--- src/rtl/uart_host_pkg.sv ---
// Shared constants, state encoding and CRC-8 step function for the
// UART-AXI bridge host-side command master.
package uart_host_pkg;

  localparam logic [7:0] SOF_H2D   = 8'hA5;
  localparam logic [7:0] SOF_D2H   = 8'h5A;
  localparam logic [7:0] CMD_WRITE = 8'h20;
  localparam logic [7:0] CMD_READ  = 8'h10;
  localparam logic [7:0] CRC_POLY  = 8'h07;

  localparam int ERR_CRC     = 0;
  localparam int ERR_ECHO    = 1;
  localparam int ERR_TIMEOUT = 2;

  // Full frame lengths including SOF and CRC.
  localparam logic [3:0] TX_LEN_WR = 4'd11;
  localparam logic [3:0] TX_LEN_RD = 4'd7;
  localparam logic [3:0] RX_LEN_WR = 4'd4;
  localparam logic [3:0] RX_LEN_RD = 4'd8;

  typedef enum logic [2:0] {
    ST_IDLE    = 3'd0,
    ST_TX      = 3'd1,
    ST_RX_SOF  = 3'd2,
    ST_RX_BODY = 3'd3,
    ST_DONE    = 3'd4
  } state_e;

  function automatic logic [7:0] crc8_update(input logic [7:0] crc, input logic [7:0] data);
    logic [7:0] c;
    c = crc ^ data;
    for (int i = 0; i < 8; i++) begin
      if (c[7]) begin
        c = {c[6:0], 1'b0} ^ CRC_POLY;
      end else begin
        c = {c[6:0], 1'b0};
      end
    end
    return c;
  endfunction

endpackage

--- src/rtl/uart_host_cmd_master_crc8.sv ---
// Byte-serial CRC-8 accumulator; one byte per cycle, registered result.
module uart_crc8
  import uart_host_pkg::*;
(
  input  logic       clk,
  input  logic       rst_n,
  input  logic       clear,
  input  logic       en,
  input  logic [7:0] data,
  output logic [7:0] crc
);

  logic [7:0] crc_q;
  logic [7:0] crc_d;

  // Clear wins over update so a new frame never inherits stale state.
  always_comb begin
    if (clear) begin
      crc_d = 8'h00;
    end else if (en) begin
      crc_d = crc8_update(crc_q, data);
    end else begin
      crc_d = crc_q;
    end
  end

  // Accumulator register.
  always_ff @(posedge clk) begin
    if (!rst_n) begin
      crc_q <= 8'h00;
    end else begin
      crc_q <= crc_d;
    end
  end

  assign crc = crc_q;

endmodule

--- src/rtl/uart_host_cmd_master.sv ---
// Host-side UART-AXI bridge initiator: serializes one read/write command
// frame, then parses and checks the device response.
module uart_host_cmd_master
  import uart_host_pkg::*;
#(
  parameter int unsigned TIMEOUT_CYCLES = 2_000_000
) (
  input  logic        clk,
  input  logic        rst_n,
  input  logic        req_valid,
  output logic        req_ready,
  input  logic        req_write,
  input  logic [31:0] req_addr,
  input  logic [31:0] req_wdata,
  output logic [7:0]  tx_data,
  output logic        tx_valid,
  input  logic        tx_ready,
  input  logic [7:0]  rx_data,
  input  logic        rx_valid,
  output logic        rsp_valid,
  output logic [7:0]  rsp_status,
  output logic [31:0] rsp_rdata,
  output logic [3:0]  rsp_err,
  output logic        busy
);

  localparam int unsigned      CNT_W    = $clog2(TIMEOUT_CYCLES + 1);
  localparam logic [CNT_W-1:0] CNT_LAST = CNT_W'(TIMEOUT_CYCLES - 1);
  localparam logic [CNT_W-1:0] CNT_ONE  = CNT_W'(1);

  state_e state_q, state_d;

  logic             write_q, write_d;
  logic [31:0]      addr_q, addr_d;
  logic [31:0]      wdata_q, wdata_d;
  logic [3:0]       idx_q, idx_d;
  logic [7:0]       status_q, status_d;
  logic [7:0]       echo_q, echo_d;
  logic [31:0]      rdata_q, rdata_d;
  logic [CNT_W-1:0] cnt_q, cnt_d;
  logic [7:0]       rsp_status_q, rsp_status_d;
  logic [31:0]      rsp_rdata_q, rsp_rdata_d;
  logic [3:0]       rsp_err_q, rsp_err_d;

  logic       crc_clear;
  logic       crc_en;
  logic [7:0] crc_data;
  logic [7:0] crc_val;
  logic [7:0] tx_byte;
  logic [7:0] cmd_byte;
  logic [3:0] tx_last;
  logic [3:0] rx_last;
  logic       timeout_hit;
  logic       crc_bad;
  logic       echo_bad;

  uart_crc8 u_crc (
    .clk   (clk),
    .rst_n (rst_n),
    .clear (crc_clear),
    .en    (crc_en),
    .data  (crc_data),
    .crc   (crc_val)
  );

  assign cmd_byte    = write_q ? CMD_WRITE : CMD_READ;
  assign tx_last     = write_q ? (TX_LEN_WR - 4'd1) : (TX_LEN_RD - 4'd1);
  // RX index counts from the byte after SOF, so the CRC sits at length-2.
  assign rx_last     = write_q ? (RX_LEN_WR - 4'd2) : (RX_LEN_RD - 4'd2);
  assign timeout_hit = (cnt_q == CNT_LAST) && !rx_valid;
  assign crc_bad     = (rx_data != crc_val);
  assign echo_bad    = (echo_q != cmd_byte);

  // Command frame byte selected by the TX index.
  always_comb begin
    tx_byte = 8'h00;
    case (idx_q)
      4'd0:    tx_byte = SOF_H2D;
      4'd1:    tx_byte = cmd_byte;
      4'd2:    tx_byte = addr_q[7:0];
      4'd3:    tx_byte = addr_q[15:8];
      4'd4:    tx_byte = addr_q[23:16];
      4'd5:    tx_byte = addr_q[31:24];
      4'd6:    tx_byte = write_q ? wdata_q[7:0] : crc_val;
      4'd7:    tx_byte = wdata_q[15:8];
      4'd8:    tx_byte = wdata_q[23:16];
      4'd9:    tx_byte = wdata_q[31:24];
      4'd10:   tx_byte = crc_val;
      default: tx_byte = 8'h00;
    endcase
  end

  // State register.
  always_ff @(posedge clk) begin
    if (!rst_n) begin
      state_q <= ST_IDLE;
    end else begin
      state_q <= state_d;
    end
  end

  // Next-state logic.
  always_comb begin
    state_d = state_q;
    case (state_q)
      ST_IDLE: begin
        if (req_valid) state_d = ST_TX;
        else           state_d = ST_IDLE;
      end
      ST_TX: begin
        if (tx_ready && (idx_q == tx_last)) state_d = ST_RX_SOF;
        else                                state_d = ST_TX;
      end
      ST_RX_SOF: begin
        if (rx_valid && (rx_data == SOF_D2H)) state_d = ST_RX_BODY;
        else if (timeout_hit)                 state_d = ST_DONE;
        else                                  state_d = ST_RX_SOF;
      end
      ST_RX_BODY: begin
        if (rx_valid && (idx_q == rx_last)) state_d = ST_DONE;
        else if (timeout_hit)               state_d = ST_DONE;
        else                                state_d = ST_RX_BODY;
      end
      ST_DONE: state_d = ST_IDLE;
      default: state_d = ST_IDLE;
    endcase
  end

  // Datapath: request latch, byte index, response capture, CRC control, timeout.
  always_comb begin
    write_d      = write_q;
    addr_d       = addr_q;
    wdata_d      = wdata_q;
    idx_d        = idx_q;
    status_d     = status_q;
    echo_d       = echo_q;
    rdata_d      = rdata_q;
    cnt_d        = cnt_q;
    rsp_status_d = rsp_status_q;
    rsp_rdata_d  = rsp_rdata_q;
    rsp_err_d    = rsp_err_q;
    crc_clear    = 1'b0;
    crc_en       = 1'b0;
    crc_data     = 8'h00;
    case (state_q)
      ST_IDLE: begin
        if (req_valid) begin
          write_d   = req_write;
          addr_d    = req_addr;
          wdata_d   = req_wdata;
          idx_d     = 4'd0;
          crc_clear = 1'b1;
        end else begin
          idx_d = 4'd0;
        end
      end
      ST_TX: begin
        cnt_d = '0;
        if (tx_ready) begin
          idx_d = (idx_q == tx_last) ? 4'd0 : (idx_q + 4'd1);
          if ((idx_q != 4'd0) && (idx_q != tx_last)) begin
            crc_en   = 1'b1;
            crc_data = tx_byte;
          end else begin
            crc_en = 1'b0;
          end
        end else begin
          idx_d = idx_q;
        end
      end
      ST_RX_SOF, ST_RX_BODY: begin
        if (rx_valid) begin
          cnt_d = '0;
          if (state_q == ST_RX_SOF) begin
            if (rx_data == SOF_D2H) begin
              crc_clear = 1'b1;
              idx_d     = 4'd0;
            end else begin
              idx_d = idx_q;
            end
          end else begin
            idx_d = idx_q + 4'd1;
            if (idx_q == 4'd0)      status_d = rx_data;
            else if (idx_q == 4'd1) echo_d   = rx_data;
            else                    rdata_d  = {rx_data, rdata_q[31:8]};
            if (idx_q != rx_last) begin
              crc_en   = 1'b1;
              crc_data = rx_data;
            end else begin
              rsp_err_d              = 4'b0000;
              rsp_err_d[ERR_CRC]     = crc_bad;
              rsp_err_d[ERR_ECHO]    = echo_bad;
              if (crc_bad || echo_bad) begin
                rsp_status_d = 8'h00;
                rsp_rdata_d  = 32'h0000_0000;
              end else begin
                rsp_status_d = status_q;
                rsp_rdata_d  = (write_q || (status_q != 8'h00)) ? 32'h0000_0000 : rdata_q;
              end
            end
          end
        end else begin
          cnt_d = cnt_q + CNT_ONE;
          if (timeout_hit) begin
            rsp_status_d           = 8'h00;
            rsp_rdata_d            = 32'h0000_0000;
            rsp_err_d              = 4'b0000;
            rsp_err_d[ERR_TIMEOUT] = 1'b1;
          end else begin
            rsp_err_d = rsp_err_q;
          end
        end
      end
      ST_DONE: begin
        idx_d = 4'd0;
      end
      default: begin
        idx_d = 4'd0;
      end
    endcase
  end

  // Datapath registers.
  always_ff @(posedge clk) begin
    if (!rst_n) begin
      write_q      <= 1'b0;
      addr_q       <= 32'h0000_0000;
      wdata_q      <= 32'h0000_0000;
      idx_q        <= 4'd0;
      status_q     <= 8'h00;
      echo_q       <= 8'h00;
      rdata_q      <= 32'h0000_0000;
      cnt_q        <= '0;
      rsp_status_q <= 8'h00;
      rsp_rdata_q  <= 32'h0000_0000;
      rsp_err_q    <= 4'b0000;
    end else begin
      write_q      <= write_d;
      addr_q       <= addr_d;
      wdata_q      <= wdata_d;
      idx_q        <= idx_d;
      status_q     <= status_d;
      echo_q       <= echo_d;
      rdata_q      <= rdata_d;
      cnt_q        <= cnt_d;
      rsp_status_q <= rsp_status_d;
      rsp_rdata_q  <= rsp_rdata_d;
      rsp_err_q    <= rsp_err_d;
    end
  end

  // Outputs decoded from state; forced low whenever reset is held.
  always_comb begin
    req_ready  = 1'b0;
    busy       = 1'b0;
    tx_valid   = 1'b0;
    tx_data    = 8'h00;
    rsp_valid  = 1'b0;
    rsp_status = 8'h00;
    rsp_rdata  = 32'h0000_0000;
    rsp_err    = 4'b0000;
    if (rst_n) begin
      req_ready = (state_q == ST_IDLE);
      busy      = (state_q != ST_IDLE);
      tx_valid  = (state_q == ST_TX);
      tx_data   = (state_q == ST_TX) ? tx_byte : 8'h00;
      if (state_q == ST_DONE) begin
        rsp_valid  = 1'b1;
        rsp_status = rsp_status_q;
        rsp_rdata  = rsp_rdata_q;
        rsp_err    = rsp_err_q;
      end else begin
        rsp_valid = 1'b0;
      end
    end else begin
      req_ready = 1'b0;
    end
  end

endmodule

--- config.mk ---
export PLATFORM = sky130hd
export DESIGN_NAME = uart_host_cmd_master
export DESIGN_NICKNAME = d
export VERILOG_FILES = /design/src/rtl/uart_host_pkg.sv /design/src/rtl/uart_host_cmd_master_crc8.sv /design/src/rtl/uart_host_cmd_master.sv
export SDC_FILE = /design/constraint.sdc
export NUM_CORES = 1
export LEC_CHECK = 0
export BUFFER_PORTS_ARGS = -buffer_cell sky130_fd_sc_hd__buf_2
export CORE_AREA = 2 2 100 198
export DETAILED_ROUTE_END_ITERATION = 10
export DIE_AREA = 0 0 102 200
export GPL_TIMING_DRIVEN = 0
export HOLD_SLACK_MARGIN = 0.05
export PLACE_DENSITY = 0.68
export SETUP_SLACK_MARGIN = 0.5
export SYNTH_ARGS = -nofsm -noshare
export SYNTH_HDL_FRONTEND = slang
export SYNTH_SLANG_ARGS = --single-unit
--- constraint.sdc ---
create_clock -name clk -period 4.8 [get_ports clk]
set_input_delay 0.24 -clock clk [delete_from_list [all_inputs] [get_ports clk]]
set_output_delay 0.24 -clock clk [all_outputs]
set_load 0.02 [all_outputs]
==> summary.md, run 1 <==
| Metric | Value |
|---|---|
| Category of the worst setup path capture point | `flop` |
| Core Region | `18,800 µm²` |
| Most prevalent standard cell on the critical path | `xor2_1` |
| CTS H-Tree Depth | `4` |
| Via count of the first global-routing pass | `8,770` |
| Worst min path class | `input pin to flop` |
| Post-DR wirelength/cell | `18.2 µm` |
| Routability congestion estimate from global placement | `0.937` |
| DIE WIDTH | `102 µm` |
| Chip Height | `200 µm` |
| Cell area after layout | `11,100 µm²` |
| Arr. time, crit path | `3590 ps` |
| Maximum number of pins on one net before global-route repair | `19` |
| Max-cap violations | `0` |
| Max Freq | `308 MHz` |
| Worst skew pair latency | `450 ps` |
| Net total in the final layout | `1,420` |
| Post-route setup TNS | `0 ps` |
| Area after detailed placement | `9900 µm²` |
| Initial cell density of the core | `47.4%` |
| Leakage dissipation | `4.32 nW` |
| DRT antenna net count | `0` |
| Antenna violations before repair | `1` |
| Die footprint | `20,400 µm²` |
| Overflow after GRT | `0` |
| Num Clock Sinks | `192` |
| Setup repair after global routing missed its margin | `false` |
| Setup skew after layout | `9.86 ps` |
| Total of flip-flops plus latches after synthesis | `192` |
| Total global-route track usage | `29.5%` |
| R2R Setup Slk | `1550 ps` |
| Count of yosys warnings during synthesis | `0` |
| Syn_area_per_cell | `7.93 µm²` |
| First DRT Iteration DRCs | `493` |
| Worst max-slew margin expressed relative to the limit | `13.6%` |
| Post-synthesis cell area | `8920 µm²` |
| Clk slew on worst S/H paths | `70 ps` |
| Detailed-route vias per instance | `5.52` |
| Number of hold violations in the final report | `0` |
| Number of buffers on the longest clock path | `2` |
| Worst ir drop on vdd | `0.000260 V` |
| Number of cells on the worst reg-to-reg path | `11` |
| Hold Crit Depth | `3` |
| Via Count | `8,862` |
| Instance count of the mapped netlist | `1,125` |
| R2r endpoint | `u_crc.crc[2]` |
| Most common cell after layout, fill and taps aside | `nand2_1` |
| Startpoint type of the worst setup path | `flop` |
| Worst Hold Path EP | `addr_q[9]` |
| Top flip-flop cell by instance count after synthesis | `dfxtp_1` |
| Result of the run | `finished clean` |
| Setup CP Type | `flop to flop` |
| Number of optimization iterations in the first detailed-route pass | `5` |
| Number of enable flip-flop cells after synthesis | `0` |
| Net count after synthesis | `1,208` |
| Crit-path cells | `inv_1 -> ha_1 -> buf_2 -> a222oi_1 -> a221oi_1 -> nor3_1 -> a2bb2oi_1 -> xnor2_1 -> xor2_1 -> xor2_1 -> a21oi_1` |
| TritonCTS clock tree | `done` |
| Time the final worst path needs with I/O delays and setup | `3250 ps` |
| Row cnt | `71` |
| Number of distinct library cell variants in the gate-level netlist after synthesis | `76` |
| Routed wire length | `29,300 µm` |
| Maximum net fanout on the critical path | `10` |
| Synthesis-to-finish area growth | `24.6%` |
| CP max stage cell | `nor3_1` |
| Reg-to-reg critical path startpoint | `idx_q[0]` |
| Total setup violations reported at the end of the flow | `0` |
| Number of buffers created by CTS | `17` |
| Power density normalized to cell area | `308 nW/µm²` |
| Port buffer count | `132` |
| First-pass GRT wire length | `45,300 µm` |
| Slew at the pin closest to its max-slew limit | `1290 ps` |
| Final clock period utilization by the worst path | `67.8%` |
| Worst min-delay path startpoint | `req_addr[9]` |
| Required time of the critical path | `5140 ps` |
| Post-DP HPWL | `22,000 µm` |
| Clock root buffer | `clkbuf_16` |
| Crit path largest cell delay | `540 ps` |
| Drc violations | `0` |
| Top library cells by usage in the layout, fill and taps aside | `nand2_1, dfxtp_1, buf_2, a21oi_1, nor2_1` |
| Fraction of the yosys area taken by sequential cells | `43.1%` |
| # IOs | `134` |
| Max Slew Vio Count | `0` |
| Proportion of layout cells with a drive suffix above 1 | `15.9%` |
| Asr flop ratio synth | `0%` |
cells in the mapped netlist, types with 4 or more instances:
cell / instances / share of area, %
and2_1: 45 / 3.2
and3_1: 10 / 0.70
buf_6: 4 / 0.50
buf_2: 18 / 1.0
a211oi_1: 6 / 0.50
nand2b_1: 9 / 0.63
clkbuf_1: 53 / 2.2
a22oi_1: 51 / 4.3
a2bb2oi_1: 4 / 0.39
a21oi_1: 135 / 7.6
nand3_1: 27 / 1.5
nand3b_1: 4 / 0.34
buf_4: 8 / 0.67
a22o_1: 4 / 0.39
inv_1: 9 / 0.38
xor2_1: 6 / 0.59
xnor2_1: 14 / 1.4
a311oi_1: 9 / 0.88
dfxtp_1: 192 / 43
mux2i_1: 15 / 1.7
buf_1: 4 / 0.17
nor2_1: 101 / 4.3
nand4_1: 6 / 0.42
o22ai_1: 8 / 0.56
nor2b_1: 9 / 0.63
nand2_1: 247 / 10
nor3_1: 17 / 0.95
or3_1: 4 / 0.28
o21ai_0: 21 / 1.2
nor3b_1: 6 / 0.50
ha_1: 5 / 0.70
worst max-delay path by stage:
stage / start / end / slack [ps] / cells after the start
after floorplan: idx_q[0] / u_crc.crc[5] / 2210 / 11
after global placement: idx_q[0] / u_crc.crc[5] / 1650 / 12
after detailed placement: idx_q[0] / u_crc.crc[2] / 1610 / 11
after CTS: state_q[1] / rsp_rdata[15] / 1500 / 6
after global routing: state_q[1] / rsp_rdata[12] / 1330 / 6
final: idx_q[0] / u_crc.crc[2] / 1550 / 11
stage by stage:
stage	instances	hold slack, ps	total power (W)	util [%]	worst slack, ps
floorplan	1125	358	0.00183	-	2210
detailed placement	1512	445	0.00194	52.6	1610
CTS	1605	51.7	0.00343	59.0	1500
global placement	1512	441	0.00194	52.6	1650
finish	1606	65.5	0.00342	59.0	1550
global route	1606	59.9	0.00353	59.0	1330
cells by family after synthesis:
| group | after synthesis | share of synthesized area, % |
|---|---|---|
| other cells | 1 | 0.0420 |
| buf+inv | 98 | 5.05 |
| xor+xnor | 25 | 2.95 |
| compound gates | 273 | 19.5 |
| simple gates | 514 | 26.7 |
| flops | 192 | 43.1 |
| mux | 17 | 2.02 |
| fa+ha+maj | 5 | 0.701 |
per-layer routing:
layer	vias to the layer above	GRT usage, %	part of all wire, %
li1	4314	-	-
met1	4154	27.6	35
met2	287	56.0	55
met3	107	4.63	3.5
met4	0	20.8	7.2
met5	-	0	0
state kept, by name, indices dropped and copies added, names as in the netlist:
| signal | flops |
|---|---|
| addr_q | 32 |
| cnt_q | 21 |
| echo_q | 8 |
| idx_q | 4 |
| rdata_q | 32 |
| rsp_err_q | 3 |
| rsp_rdata_q | 32 |
| rsp_status_q | 8 |
| state_q | 3 |
| status_q | 8 |
| u_crc.crc | 8 |
| wdata_q | 32 |
| write_q | 1 |
repair_timing:
action	4_1_cts	5_1_grt
hold endpoints to repair	61	0
setup buffers	0	0
resized for setup	0	0
hold buffers	61	0
setup endpoints to repair	0	0
report_power, final:
group,internal (W),total [W],switching [W]
registers,0.00163,0.00165,0.0000218
logic,0.000119,0.000302,0.000183
clock network,0.000787,0.00147,0.000685
layout make-up:
class	count	area (µm²)
clock inverters	14	173
inverters	11	41.3
diodes	1	2.50
well taps	255	319
plain buffers	87	409
repair buffers	193	1270
fillers	1807	7720
multi-input cells	835	4630
flip-flops and latches	192	3840
clock buffers	18	429
critical path, delay by kind of cell (launching register included):
| family | cells | cell delay (ps) |
|---|---|---|
| DFF | 1 | 400 |
| AOI/OAI and AO/OA | 4 | 1020 |
| xor gates and xnor gates | 3 | 680 |
| and+or+nand+nor | 1 | 540 |
| adders and majority gates | 1 | 190 |
| buffers and inverters | 2 | 300 |
No activity file was read; power rests on OpenSTA's default activity.
==> run 2: changes to the inputs <==
--- a/config.mk
+++ b/config.mk
@@ -5,13 +5,14 @@
 export SDC_FILE = /design/constraint.sdc
 export NUM_CORES = 1
 export LEC_CHECK = 0
+export ABC_AREA = 1
 export BUFFER_PORTS_ARGS = -buffer_cell sky130_fd_sc_hd__buf_2
-export CORE_AREA = 2 2 100 198
+export CORE_AREA = 2 2 103 205
 export DETAILED_ROUTE_END_ITERATION = 10
-export DIE_AREA = 0 0 102 200
+export DIE_AREA = 0 0 105 207
 export GPL_TIMING_DRIVEN = 0
 export HOLD_SLACK_MARGIN = 0.05
-export PLACE_DENSITY = 0.68
+export PLACE_DENSITY = 0.7
 export SETUP_SLACK_MARGIN = 0.5
 export SYNTH_ARGS = -nofsm -noshare
 export SYNTH_HDL_FRONTEND = slang
==> constraint.sdc (replaced) <==
create_clock -name clk -period 2.7 [get_ports clk]
set_input_delay 0.135 -clock clk [delete_from_list [all_inputs] [get_ports clk]]
set_output_delay 0.135 -clock clk [all_outputs]
set_load 0.02 [all_outputs]
==> run 2 against run 1 <==
Against the previous run: synthesized cell count grew 22%; die area grew 6.5%; synthesized area grew 6.6%; clock power grew 70%; worst setup slack lost 1200 ps; critical endpoint is now tx_data[2]; clock-buffer cell count shrank 1; core utilization grew 4.5 points; flip-flop and latch count is the same; routed wire length grew 10%.
==> summary.md, run 2 <==
| Metric | Value |
|---|---|
| Leakage dissipation | `5.43 nW (+26%)` |
| Drc violations | `0 (unchanged)` |
| Total setup violations reported at the end of the flow | `0 (unchanged)` |
| Category of the worst setup path capture point | `output pin` |
| Via count of the first global-routing pass | `9,611 (+9.6%)` |
| Switching Share | `29.1% (+3.1 points)` |
| Startpoint type of the worst setup path | `flop` |
| Instance count of the mapped netlist | `1,370 (+22%)` |
| Maximum net fanout on the critical path | `5 (-5)` |
| Total of fill cells in the finished design | `1,850 (+2.4%)` |
| Port buffer count | `131 (-0.76%)` |
| Max-cap violations | `0 (unchanged)` |
| Area after detailed placement | `10,500 µm² (+6.0%)` |
| Switch Pwr | `0.00183 W (+110%)` |
| Post-route setup TNS | `0 ps (unchanged)` |
| Crit-path cells | `ha_2 -> buf_6 -> nand2_2 -> nor2_4 -> buf_6 -> nand2_1 -> o21ai_2 -> nor2_2 -> a31oi_2 -> buf_4` |
| Setup repair after global routing missed its margin | `true` |
| DRT antenna net count | `0 (unchanged)` |
| Die footprint | `21,700 µm² (+6.5%)` |
| Cell area after layout | `12,800 µm² (+15%)` |
| Area fraction in and, or, nand and nor cells after synthesis | `26.3% (-0.39 points)` |
| DIE WIDTH | `105 µm (+2.9%)` |
| Worst min-delay path startpoint | `rx_valid` |
| Number of distinct library cell variants in the gate-level netlist after synthesis | `50 (-34%)` |
| Setup CP Type | `flop to output pin` |
| Fin Hold WS | `16.1 ps (-49.4 ps)` |
| Count of yosys warnings during synthesis | `0 (unchanged)` |
| Number of optimization iterations in the first detailed-route pass | `5 (unchanged)` |
| Syn_area_per_cell | `6.94 µm² (-12%)` |
| Worst Setup SP | `idx_q[1]` |
| Routed wire length | `32,300 µm (+10%)` |
| Post-DP HPWL | `21,900 µm (-0.16%)` |
| Most prevalent standard cell on the critical path | `buf_6` |
| Maximum number of pins on one net before global-route repair | `20 (+1)` |
| Time the final worst path needs with I/O delays and setup | `2300 ps` |
| Overflow after GRT | `0 (unchanged)` |
| Net total in the final layout | `1,710 (+20%)` |
| Largest family of logic cells by synthesized area | `simple AND/OR/NAND/NOR gates` |
| Detailed-route vias per instance | `5.41 (-2.0%)` |
| Top flip-flop cell by instance count after synthesis | `dfxtp_1` |
| Max Freq | `434 MHz` |
| Top post-synthesis cells by area | `dfxtp_1, o21ai_0, a21oi_1, nand2_1, inv_1` |
| Post-place setup slack | `167 ps (-1450 ps)` |
| Worst ir drop on vdd | `0.000448 V (+72%)` |
| Worst skew pair latency | `470 ps (+20 ps)` |
| Setup skew after layout | `10.2 ps (+0.371 ps)` |
| Share of total power in sequential cells | `47.4% (-0.8 points)` |
| Most common cell after layout, fill and taps aside | `dfxtp_1` |
| Combinational group share of total power | `12.9% (+4.1 points)` |
| Row cnt | `74 (+4.2%)` |
| Arr. time, crit path | `2170 ps (-1420 ps)` |
| Clk slew on worst S/H paths | `80 ps (about the same)` |
| Number of hold violations in the final report | `0 (unchanged)` |
| Proportion of netlist area held by the largest area contributor | `40.4% (-2.7 points)` |
| Max Slew Vio Count | `0 (unchanged)` |
| Number of enable flip-flop cells after synthesis | `0 (unchanged)` |
| Routability congestion estimate from global placement | `0.968 (+3.4%)` |
| Final clock period utilization by the worst path | `85.3%` |
| TritonCTS clock tree | `done` |
| Post-synthesis cell area | `9510 µm² (+6.6%)` |
| Total global-route track usage | `28.3% (-1.2 points)` |
| Net count after synthesis | `1,453 (+20%)` |
| Power density normalized to cell area | `491 nW/µm² (+59%)` |
| Commonest cells post-synth | `dfxtp_1, nand2_1, inv_1` |
| Antenna Diode Count | `0 (-1)` |
| Multiplexer share of the synthesized area | `0% (-2.0 points)` |
| Chip Height | `207 µm (+3.5%)` |
| Reg-to-reg critical path startpoint | `idx_q[0]` |
| # IOs | `134 (unchanged)` |
| Number of buffers created by CTS | `17 (unchanged)` |
| Crit path largest cell delay | `400 ps (-140 ps)` |
| Num Clock Sinks | `192 (unchanged)` |
| Top library cells by usage in the layout, fill and taps aside | `dfxtp_1, inv_1, o21ai_0, a21oi_1, nor2_1` |
| Required time of the critical path | `2570 ps (-2570 ps)` |
| Share of power burned in the clock network | `39.6% (-3.4 points)` |
| Proportion of layout cells with a drive suffix above 1 | `24.8% (+8.8 points)` |
| CP max stage cell | `dfxtp_4` |
| Compound-gate portion of the synthesized area | `20.8% (+1.3 points)` |
| Share of synthesized cell area in full adder, half adder and majority cells | `0.658% (-0.043 points)` |
| Initial cell density of the core | `47.1% (-0.26 points)` |
| Cell-internal power | `0.00447 W (+76%)` |
| Most frequent cell after synthesis | `dfxtp_1` |
| Result of the run | `finished clean` |
| Slew at the pin closest to its max-slew limit | `683 ps (-610 ps)` |
| Worst max-slew margin expressed relative to the limit | `54.5% (+41 points)` |
| First DRT Iteration DRCs | `779 (+58%)` |
| Top cell type by total area after synthesis | `dfxtp_1` |
| Synthesis-to-finish area growth | `34.9%` |
| Final Worst Setup Slack | `396 ps (-1150 ps)` |
| Antenna violations before repair | `0 (-1)` |
| XOR/XNOR Fraction of Synth Area | `0.0921% (-2.9 points)` |
| Via Count | `10,307 (+16%)` |
| Number of buffers on the longest clock path | `2 (unchanged)` |
| CTS H-Tree Depth | `4 (unchanged)` |
| First-pass GRT wire length | `48,900 µm (+8.0%)` |
| Asr flop ratio synth | `0% (unchanged)` |
| Clock root buffer | `clkbuf_16` |
| Post-DR wirelength/cell | `17.0 µm (-7.0%)` |
| Core Region | `20,200 µm² (+7.2%)` |
| Total of flip-flops plus latches after synthesis | `192 (unchanged)` |
| Worst min path class | `input pin to flop` |
| Fraction of the yosys area taken by sequential cells | `40.4% (-2.7 points)` |
[run 2: changes by cell type after synthesis, moves of 44 or more]
cell,previous run,this run
inv_1,9,183
nand3_1,27,89
and2_1,45,1
nand2_1,247,191
nor2_1,101,166
o21ai_0,21,178
[run 2: through the flow]
stage | util, % | power [W] | cells
floorplan | - | 0.00341 | 1370
global placement | 52.0 | 0.00363 | 1767
detailed placement | 52.0 | 0.00365 | 1767
CTS | 59.9 | 0.00624 | 1879
global route | 63.6 | 0.00648 | 1906
finish | 63.6 | 0.00630 | 1906
[run 2: layout make-up]
| cell class | count | area (µm²) | area share, % |
|---|---|---|---|
| Sequential cell | 192 | 3860 | 30.1 |
| Clock buffer | 17 | 425 | 3.32 |
| Multi-Input combinational cell | 911 | 5090 | 39.7 |
| Tap cell | 266 | 333 | 2.59 |
| Inverter | 194 | 781 | 6.09 |
| Buffer | 73 | 467 | 3.64 |
| Timing Repair Buffer | 238 | 1720 | 13.4 |
| Clock inverter | 15 | 149 | 1.16 |
[run 2: cell families (layout without fill, tap and decap cells)]
kind of cell,Yosys count,in the layout
flops,192,192
simple gates,529,529
other cells,1,1
compound gates,375,375
xor+xnor,1,1
fa+ha+maj,5,5
buf+inv,267,537
[run 2: repair_timing]
action	in CTS	in global routing
gates cloned	2	5
pin swaps	18	55
endpoints found under the hold margin	70	0
hold buffers	67	0
resized for setup	83	165
setup buffers	11	22
setup endpoints to repair	129	125
[run 2: per-layer routing]
metal / global-route usage, % / vias up / part of all wire, %
met5: 0 / - / 0
met4: 12.7 / 0 / 4.4
met3: 5.19 / 98 / 5.4
met2: 48.0 / 374 / 50
met1: 34.6 / 4838 / 41
li1: - / 4997 / -
[run 2: worst max-delay path: cells and delay by family (launching register included)]
family	cells	cell delay, ps
buffers and inverters	3	430
flip-flops	1	400
AND/OR/NAND/NOR	4	400
AO/OA/AOI/OAI	2	290
adder cells (fa/ha/maj)	1	190
[run 2: worst paths after layout]
check | end | slack, ps | depth (start not counted)
setup / recovery | tx_data[2] | 400 | 10
hold reg to reg | addr_q[20] | 450 | 2
setup reg to reg | u_crc.crc[2] | 440 | 18
hold / removal | rsp_err_q[2] | 20 | 4
[run 2: power by group through the flow]
stage          Combinational (W)  Sequential, W  Clock [W]
2_1_floorplan           0.000384        0.00303          0
3_3_place_gp            0.000588        0.00305          0
3_5_place_dp            0.000599        0.00305          0
4_1_cts                 0.000733        0.00298    0.00252
5_1_grt                 0.000878        0.00299    0.00261
6_report                0.000814        0.00299    0.00250
